## src/rtl/sram_bus_arbiter_if.sv

```systemverilog
// Signal bundle between the fetch/load-store ports, the arbiter and the bus bridge.
// The arbiter uses the slave modport; the surrounding environment uses master.
interface sram_bus_arbiter_if #(
    parameter int unsigned ADDR_W = 64,
    parameter int unsigned DATA_W = 64
);
    logic                  if_req_valid;
    logic                  if_req_op;
    logic [ADDR_W-1:0]     if_addr;
    logic                  if_addr_ok;
    logic                  if_data_ok;
    logic [DATA_W-1:0]     if_rdata;

    logic                  mem_req_valid;
    logic                  mem_req_op;
    logic [ADDR_W-1:0]     mem_addr;
    logic [DATA_W-1:0]     mem_wdata;
    logic [DATA_W/8-1:0]   mem_wmask;
    logic                  mem_addr_ok;
    logic                  mem_data_ok;
    logic [DATA_W-1:0]     mem_rdata;

    logic                  bus_req_valid;
    logic                  bus_req_op;
    logic [ADDR_W-1:0]     bus_addr;
    logic [DATA_W-1:0]     bus_wdata;
    logic [DATA_W/8-1:0]   bus_wmask;
    logic                  bus_addr_ok;
    logic                  bus_data_ok;
    logic [DATA_W-1:0]     bus_rdata;

    modport slave (
        input  if_req_valid, if_req_op, if_addr,
        output if_addr_ok, if_data_ok, if_rdata,
        input  mem_req_valid, mem_req_op, mem_addr, mem_wdata, mem_wmask,
        output mem_addr_ok, mem_data_ok, mem_rdata,
        output bus_req_valid, bus_req_op, bus_addr, bus_wdata, bus_wmask,
        input  bus_addr_ok, bus_data_ok, bus_rdata
    );

    modport master (
        output if_req_valid, if_req_op, if_addr,
        input  if_addr_ok, if_data_ok, if_rdata,
        output mem_req_valid, mem_req_op, mem_addr, mem_wdata, mem_wmask,
        input  mem_addr_ok, mem_data_ok, mem_rdata,
        input  bus_req_valid, bus_req_op, bus_addr, bus_wdata, bus_wmask,
        output bus_addr_ok, bus_data_ok, bus_rdata
    );
endinterface

```

## src/rtl/sram_bus_arbiter.sv

```systemverilog
// Shares one split-transaction SRAM-like bus between the fetch and load/store ports.
// Define ARB_ROUND_ROBIN_EN for round-robin under contention; default is mem-over-fetch.
module sram_bus_arbiter #(
    parameter int unsigned ADDR_W      = 64,
    parameter int unsigned DATA_W      = 64,
    parameter int unsigned OUTSTANDING = 2
) (
    input logic               clk,
    input logic               rst,
    sram_bus_arbiter_if.slave arb
);
    localparam int unsigned     PtrW   = $clog2(OUTSTANDING);
    localparam int unsigned     CntW   = PtrW + 1;
    localparam logic [CntW-1:0] MaxCnt = CntW'(OUTSTANDING);

    typedef enum logic [1:0] {StFree, StLockIf, StLockMem} lock_state_e;

    lock_state_e state_q, state_d;

    logic [OUTSTANDING-1:0] owner_q;  // 1 = mem, 0 = fetch
    logic [PtrW-1:0]        wr_ptr_q, rd_ptr_q;
    logic [CntW-1:0]        count_q, count_d;

    logic grant_if, grant_mem, sel_if, sel_mem;
    logic space, req, push, pop, head;

    logic [ADDR_W-1:0]   addr_mux;
    logic [DATA_W-1:0]   wdata_mux;
    logic [DATA_W/8-1:0] wmask_mux;

`ifdef ARB_ROUND_ROBIN_EN
    logic rr_last_q;  // 1 = mem won last accepted request
`endif

    // Lock state register
    always_ff @(posedge clk) begin
        if (rst) begin
            state_q <= StFree;
        end else begin
            state_q <= state_d;
        end
    end

    // A request left pending by the bus pins the grant until it is accepted or withdrawn
    always_comb begin
        state_d = StFree;
        if (req && !arb.bus_addr_ok) begin
            state_d = grant_mem ? StLockMem : StLockIf;
        end
    end

    always_comb begin
        grant_if  = 1'b0;
        grant_mem = 1'b0;
        unique case (state_q)
            StLockIf:  grant_if  = 1'b1;
            StLockMem: grant_mem = 1'b1;
            default: begin
`ifdef ARB_ROUND_ROBIN_EN
                if (arb.mem_req_valid && arb.if_req_valid) begin
                    grant_mem = ~rr_last_q;
                    grant_if  = rr_last_q;
                end else begin
                    grant_mem = arb.mem_req_valid;
                    grant_if  = arb.if_req_valid;
                end
`else
                // mem is the older instruction, so it must win to avoid deadlock
                grant_mem = arb.mem_req_valid;
                grant_if  = arb.if_req_valid & ~arb.mem_req_valid;
`endif
            end
        endcase
    end

    assign pop     = ~rst & arb.bus_data_ok & (count_q != '0);
    assign space   = (count_q < MaxCnt) | pop;
    assign sel_if  = ~rst & grant_if;
    assign sel_mem = ~rst & grant_mem;
    assign req     = space & ((sel_mem & arb.mem_req_valid) | (sel_if & arb.if_req_valid));
    assign push    = req & arb.bus_addr_ok;
    assign head    = owner_q[rd_ptr_q];

    always_comb begin
        addr_mux  = '0;
        wdata_mux = '0;
        wmask_mux = '0;
        if (sel_mem) begin
            addr_mux  = arb.mem_addr;
            wdata_mux = arb.mem_wdata;
            wmask_mux = arb.mem_wmask;
        end else if (sel_if) begin
            addr_mux  = arb.if_addr;
        end
    end

    assign arb.bus_req_valid = req;
    assign arb.bus_req_op    = sel_mem ? arb.mem_req_op : (sel_if & arb.if_req_op);
    assign arb.bus_addr      = addr_mux;
    assign arb.bus_wdata     = wdata_mux;
    assign arb.bus_wmask     = wmask_mux;

    assign arb.if_addr_ok  = push & sel_if;
    assign arb.mem_addr_ok = push & sel_mem;
    assign arb.if_data_ok  = pop & ~head;
    assign arb.mem_data_ok = pop & head;
    assign arb.if_rdata    = rst ? '0 : arb.bus_rdata;
    assign arb.mem_rdata   = rst ? '0 : arb.bus_rdata;

    always_comb begin
        count_d = count_q;
        case ({push, pop})
            2'b10:   count_d = count_q + CntW'(1);
            2'b01:   count_d = count_q - CntW'(1);
            default: count_d = count_q;
        endcase
    end

    // Pointers wrap naturally since OUTSTANDING is a power of two
    always_ff @(posedge clk) begin
        if (rst) begin
            wr_ptr_q <= '0;
            rd_ptr_q <= '0;
            count_q  <= '0;
        end else begin
            if (push) wr_ptr_q <= wr_ptr_q + PtrW'(1);
            if (pop)  rd_ptr_q <= rd_ptr_q + PtrW'(1);
            count_q <= count_d;
        end
    end

    always_ff @(posedge clk) begin
        if (push) owner_q[wr_ptr_q] <= sel_mem;
    end

`ifdef ARB_ROUND_ROBIN_EN
    always_ff @(posedge clk) begin
        if (rst) begin
            rr_last_q <= 1'b1;
        end else if (push) begin
            rr_last_q <= sel_mem;
        end
    end
`endif
endmodule

```

## src/flat_wrapper.sv

```systemverilog
// flat-port wrapper written by rule: the top's interface ports become plain ports
module sram_bus_arbiter_flat 
#(
    parameter int unsigned ADDR_W      = 64,
    parameter int unsigned DATA_W      = 64,
    parameter int unsigned OUTSTANDING = 2
)
  (clk, rst, arb_if_req_valid, arb_if_req_op, arb_if_addr, arb_if_addr_ok, arb_if_data_ok, arb_if_rdata, arb_mem_req_valid, arb_mem_req_op, arb_mem_addr, arb_mem_wdata, arb_mem_wmask, arb_mem_addr_ok, arb_mem_data_ok, arb_mem_rdata, arb_bus_req_valid, arb_bus_req_op, arb_bus_addr, arb_bus_wdata, arb_bus_wmask, arb_bus_addr_ok, arb_bus_data_ok, arb_bus_rdata);
  sram_bus_arbiter_if #(.ADDR_W(ADDR_W), .DATA_W(DATA_W)) arb_i ();
  input logic clk;
  input logic rst;
  input wire logic [$bits(arb_i.if_req_valid)-1:0] arb_if_req_valid;
  input wire logic [$bits(arb_i.if_req_op)-1:0] arb_if_req_op;
  input wire logic [$bits(arb_i.if_addr)-1:0] arb_if_addr;
  output wire logic [$bits(arb_i.if_addr_ok)-1:0] arb_if_addr_ok;
  output wire logic [$bits(arb_i.if_data_ok)-1:0] arb_if_data_ok;
  output wire logic [$bits(arb_i.if_rdata)-1:0] arb_if_rdata;
  input wire logic [$bits(arb_i.mem_req_valid)-1:0] arb_mem_req_valid;
  input wire logic [$bits(arb_i.mem_req_op)-1:0] arb_mem_req_op;
  input wire logic [$bits(arb_i.mem_addr)-1:0] arb_mem_addr;
  input wire logic [$bits(arb_i.mem_wdata)-1:0] arb_mem_wdata;
  input wire logic [$bits(arb_i.mem_wmask)-1:0] arb_mem_wmask;
  output wire logic [$bits(arb_i.mem_addr_ok)-1:0] arb_mem_addr_ok;
  output wire logic [$bits(arb_i.mem_data_ok)-1:0] arb_mem_data_ok;
  output wire logic [$bits(arb_i.mem_rdata)-1:0] arb_mem_rdata;
  output wire logic [$bits(arb_i.bus_req_valid)-1:0] arb_bus_req_valid;
  output wire logic [$bits(arb_i.bus_req_op)-1:0] arb_bus_req_op;
  output wire logic [$bits(arb_i.bus_addr)-1:0] arb_bus_addr;
  output wire logic [$bits(arb_i.bus_wdata)-1:0] arb_bus_wdata;
  output wire logic [$bits(arb_i.bus_wmask)-1:0] arb_bus_wmask;
  input wire logic [$bits(arb_i.bus_addr_ok)-1:0] arb_bus_addr_ok;
  input wire logic [$bits(arb_i.bus_data_ok)-1:0] arb_bus_data_ok;
  input wire logic [$bits(arb_i.bus_rdata)-1:0] arb_bus_rdata;
  assign arb_i.if_req_valid = arb_if_req_valid;
  assign arb_i.if_req_op = arb_if_req_op;
  assign arb_i.if_addr = arb_if_addr;
  assign arb_if_addr_ok = arb_i.if_addr_ok;
  assign arb_if_data_ok = arb_i.if_data_ok;
  assign arb_if_rdata = arb_i.if_rdata;
  assign arb_i.mem_req_valid = arb_mem_req_valid;
  assign arb_i.mem_req_op = arb_mem_req_op;
  assign arb_i.mem_addr = arb_mem_addr;
  assign arb_i.mem_wdata = arb_mem_wdata;
  assign arb_i.mem_wmask = arb_mem_wmask;
  assign arb_mem_addr_ok = arb_i.mem_addr_ok;
  assign arb_mem_data_ok = arb_i.mem_data_ok;
  assign arb_mem_rdata = arb_i.mem_rdata;
  assign arb_bus_req_valid = arb_i.bus_req_valid;
  assign arb_bus_req_op = arb_i.bus_req_op;
  assign arb_bus_addr = arb_i.bus_addr;
  assign arb_bus_wdata = arb_i.bus_wdata;
  assign arb_bus_wmask = arb_i.bus_wmask;
  assign arb_i.bus_addr_ok = arb_bus_addr_ok;
  assign arb_i.bus_data_ok = arb_bus_data_ok;
  assign arb_i.bus_rdata = arb_bus_rdata;
  sram_bus_arbiter #(.ADDR_W(ADDR_W), .DATA_W(DATA_W), .OUTSTANDING(OUTSTANDING)) u_core (.clk(clk), .rst(rst), .arb(arb_i));
endmodule
```

## config.mk

```make
export PLATFORM = sky130hd
export DESIGN_NAME = sram_bus_arbiter_flat
export DESIGN_NICKNAME = d
export VERILOG_FILES = /design/src/rtl/sram_bus_arbiter_if.sv /design/src/rtl/sram_bus_arbiter.sv /design/src/flat_wrapper.sv
export SDC_FILE = /design/constraint.sdc
export NUM_CORES = 1
export LEC_CHECK = 0
export CORE_AREA = 2 2 213 215
export DETAILED_ROUTE_END_ITERATION = 6
export DIE_AREA = 0 0 215 217
export DONT_BUFFER_PORTS = 1
export PLACE_DENSITY = 0.3
export SLEW_MARGIN = 10
export SYNTH_ARGS = -nofsm -noshare
export SYNTH_HDL_FRONTEND = slang
export SYNTH_SLANG_ARGS = --single-unit
```

## constraint.sdc

```tcl
create_clock -name clk -period 3.41 [get_ports clk]
set_clock_uncertainty 0.2 [all_clocks]
set_input_delay 0.8525 -clock clk [delete_from_list [all_inputs] [get_ports clk]]
set_output_delay 0.8525 -clock clk [all_outputs]
set_load 0.05 [all_outputs]
```

# Word-level counts from Yosys, hierarchy flattened
# Cells that the tools add are included.
# totals
n_memories	0
wordCells	58
mem_bits_rw	0
in_bits	272
regBits	8
latch_bits	0
romBits	0
# op_classes
multipliers	0
reduce_logical	6
muxes	15
order_cmp	4
n_div	0
eq_ne	4
addsub	4
n_bitwise	20
shifts	0
# ops
cell	n
$mux 64	4
$and 1x1->1	14
$mux 8	1
$eq 2x1->1 const B	2
$eq 2x2->1 const B	2
$lt 1x2->1 const B	2
$mux 1	4
$not 1->1	4
$pmux 1 s2	2
$pmux 2 s2	1
$reduce_bool 2->1	2
$add 1x1->1 const B	2
$add 2x1->2 const B	1
$bwmux 2	1
$logic_and 1x1->1	2
$lt 2x2->1 const B	1
$mux 2	1
$or 1x1->1	2
$reduce_or 2->1	1
$sub 2x1->2 const B	1
$demux 1 s1	1
$ge 1x1->1 const B	1
$logic_not 1->1	1

# Depth between registers and ports, before layout
# logic_depth
word_depth	10
ltp_mapped	8
mapped_depth_nobuf	8

# Worst setup path before layout
# OpenSTA, ideal clock, no wires.
# synth_timing
path_kind	input to output
startpoint	input port rst
endpoint	output port arb_if_data_ok
required_ns	2.358
arrival_ns	2.789
slack_ns	-0.432
stages	3
path_buffers	2
cell_sequence	clkbuf_1 > clkbuf_1 > nor4_1
# synth_via
elab_chain_len	4
# synth_lines
item	line	source
start: declaration	flat_wrapper.sv:11	input logic rst;
$not 1->1	sram_bus_arbiter.sv:76	assign pop = ~rst & arb.bus_data_ok & (count_q != '0);
$and 1x1->1 (2 in a row)	sram_bus_arbiter.sv:76	
$and 1x1->1	sram_bus_arbiter.sv:105	assign arb.if_data_ok = pop & ~head;
end: declaration	flat_wrapper.sv:16	output wire logic [$bits(arb_i.if_data_ok)-1:0] arb_if_data_ok;
# No other way between the ends.

# Final worst setup path
# layout_timing
startpoint	register u_core.state_q[0]
endpoint	output port arb_bus_addr[51]
# layout_via
elab_chain_len	5
# layout_lines
item	line	source
start: declaration	sram_bus_arbiter.sv:18	lock_state_e state_q, state_d;
start signal: assignment	sram_bus_arbiter.sv:38	state_q <= StFree;
start signal: assignment	sram_bus_arbiter.sv:40	state_q <= state_d;
$eq 2x2->1 or $eq 2x1->1 (tied branches)	sram_bus_arbiter.sv:55	unique case (state_q)
$pmux 1 s2	sram_bus_arbiter.sv:55	
$and 1x1->1	sram_bus_arbiter.sv:78	assign sel_if = ~rst & grant_if;
$mux 64	sram_bus_arbiter.sv:92	end else if (sel_if) begin
$mux 64 (*)	sram_bus_arbiter.sv:88	if (sel_mem) begin
end: declaration	flat_wrapper.sv:28	output wire logic [$bits(arb_i.bus_addr)-1:0] arb_bus_addr;
# Mark *: on every way between the ends. The rest lies on a longest branch, timed or not.

==> flow_summary.yaml <==
finish:
  nNetsFinal: 756
  num-fill-cells: 5049
  area_growth_pct: 162
  final_layout_size_suffix_gt1_frac: 0.683
power_and_ir_drop:
  swShare: 0.533
  p_per_area_nw_per_um2: 270
  p_switching_uw: 947
  intPower_uw: 830
  leakagePower_uw: 0.00262
  combinationalPowerShare: 0.823
  power.total_uw: 1780
  seqPwrFrac: 0.063
  pwr-share-clk: 0.114
  peakVddDrop_uv: 230
critical_path:
  worst-setup-path-type: "flip-flop to output pin"
  r2r-start: "u_core.state_q[0]"
  cp_data_required_time_ps: 2360
  path_cells: "inv_2, ha_4, or3b_4, a21oi_4, buf_12, bufbuf_16, buf_4, a22o_1, buf_12"
  cp.arrival_ps: 2280
  timing.critical_path.mode_cell: "buf_12"
  end_kind: "output pin"
  cp-startpoint: "u_core.state_q[0]"
  critPathLaunchType: "flip-flop"
  crit_path_max_fanout: 6
  max_stage_delay_ps: 400
  worst_path_max_delay_cell: "or3b_4"
floorplan:
  fp.coreArea_sq_um: 44700
  start_util: 0.0562
  die_area_sq_um: 46700
  die_width_microns: 215
  chipHeight_microns: 217
  ios: 542
  fp-row-count: 78
sta:
  max_freq_mhz: 300
  tightest_slew_ps: 515
  fin_hold_ws_ps: 273
  hold_viol: 0
  rsz0062_at_grt: "false"
  period_minus_slack_ps: 3340
  fin_ws_ps: 74.7
  setup_viol: 0
  finalSetupTns_ps: 0
  slew_headroom: 0.659
  maxSlewViolCount: 0
  post-route-period-util: 0.978
routing:
  viasPerCell: 2.85
  dr.pass1.iters: 4
  wl_mm: 19.3
  drcViolationCount: 0
  wl_per_cell_microns: 17.9
  drt_iter0_drc: 101
  ant_nets: 0
  vias: 3077
yosys:
  yosysSeqAreaShare: 0.0717
  synth_cells: 342
  synth-async-reset-ratio: 0
  ys_seq_elements: 8
  synth_top_flop_cell: "dfxtp_1"
  synth_cell_types: 31
  yosys_warnings: 0
  synth_edf_count: 2
  syn_area_per_cell_sq_um: 7.35
  syn-cell-area_sq_um: 2510
  syn-num-nets: 617
clocking:
  clockRootBuffer: "clkbuf_16"
  clkTransAtPathRegs_ps: 40
  htree_levels: 1
  clockBufferDepth: 2
  numCtsBuffers: 3
  cts_tree: "built"
  clock_sinks: 8
  clk_latency_ps: 230
min_path:
  hold_path.startpoint: "u_core.wr_ptr_q"
  hold_path_class: "flip-flop to flip-flop"
global_route:
  grt_pass1_wl_mm: 24.1
  grt_use_met3: 0.0179
  top_usage_layer: "met2"
  grt_use_total: 0.0727
  grt_max_degree: 77
  grt_antenna_before_repair: 7
  use_met2: 0.138
  grt_use_met1: 0.0775
  overflow: 0
  grt_pass1_vias: 3008
placed_design:
  io_buffer_count: 0
  preCtsSetupSlack_ps: 97.9
  gp_congestion: 0.818
  dpl.hpwl_mm: 16.5
outcome:
  status: "finished, final reports clean"
job:
  cap_violations: 0
## cells in the mapped netlist, types with 4 or more instances
cell type | count | area (sq um)
o21ai_0 | 4 | 20.0
buf_4 | 65 | 488
buf_6 | 5 | 56.3
clkbuf_1 | 13 | 48.8
a22o_1 | 65 | 569
nor2_1 | 5 | 18.8
nor2b_1 | 65 | 407
dfxtp_1 | 6 | 120
buf_2 | 9 | 45.0
and2_1 | 73 | 457
## cell families (layout without fill, tap and decap cells)
kind of cell	count (synthesis)	in the layout	synth area share
other	0	1	0
AND/OR/NAND/NOR	154	154	0.381
flip-flops	8	8	0.0717
buffers and inverters	97	235	0.262
multiplexers	2	2	0.00796
AO/OA/AOI/OAI	75	75	0.252
adder cells (fa/ha/maj)	3	3	0.0149
XOR/XNOR	3	3	0.0105
## layer usage
metal,vias up,share of wire
met5,-,0.00083
met1,1341,0.34
met2,335,0.53
li1,1370,-
met3,29,0.094
met4,2,0.032
## timing repair
action                     4_1_cts  5_1_grt
pin swaps                        2        5
hold buffers                     0        0
setup endpoints to repair       39       68
gates resized for setup          4       27
buffers inserted                 5        0
gates cloned                     2        0
## registers in the layout (all words and copies together) (netlist names)
| register | cells |
|---|---|
| u_core.rd_ptr_q | 1 |
| u_core.count_q | 2 |
| u_core.owner_q | 2 |
| u_core.state_q | 2 |
| u_core.wr_ptr_q | 1 |
## power by group through the flow
stage	clock network (uW)	registers, uW	logic, uW
6_report	202	113	1460
5_1_grt	211	114	1500
4_1_cts	206	112	1450
3_5_place_dp	0	114	1420
3_3_place_gp	0	113	1420
2_1_floorplan	0	112	905
## worst paths after layout
kind | endpoint | slack, ps | cells after the start
hold reg to reg | u_core.wr_ptr_q | 270 | 1
setup / recovery | arb_bus_addr[51] | 70 | 9
setup reg to reg | u_core.count_q[1] | 980 | 7
hold / removal | u_core.wr_ptr_q | 270 | 1
## metrics by stage
stage                util  cells  instance area (sq um)
floorplan               -    342                   2530
global placement    0.138   1070                   6190
detailed placement  0.138   1070                   6190
CTS                 0.144   1081                   6420
global route        0.147   1081                   6590
finish              0.147   1081                   6590
## cell usage in the layout, fill, tap and decap left out, types with 2 or more instances in the layout
cell,n
buf_12,138
buf_4,86
and2_1,73
nor2b_2,64
a22o_1,43
a22o_4,22
dfxtp_1,5
o21ai_0,4
nor2_1,4
nand2b_1,3
clkbuf_16,3
buf_6,3
inv_1,2
xor2_1,2
ha_1,2
edfxtp_1,2
## critical path, delay by kind of cell (launching register included)
kind	cells	cell delay (ps)
adder cells (fa/ha/maj)	1	250
AND/OR/NAND/NOR	1	400
buffers and inverters	5	710
flip-flops	1	330
AO/OA/AOI/OAI	2	340
## cell type report
type                    instances  area, sq um  area share
inverters                       3         11.3     0.00171
diodes                          1         2.50    0.000380
multi-input cells             237         2090       0.317
well taps                     600          751       0.114
repair buffers                228         3470       0.528
flip-flops and latches          8          181      0.0275
clock buffers                   4         78.8      0.0120
Note: power is estimated with default switching activity, not from simulation.
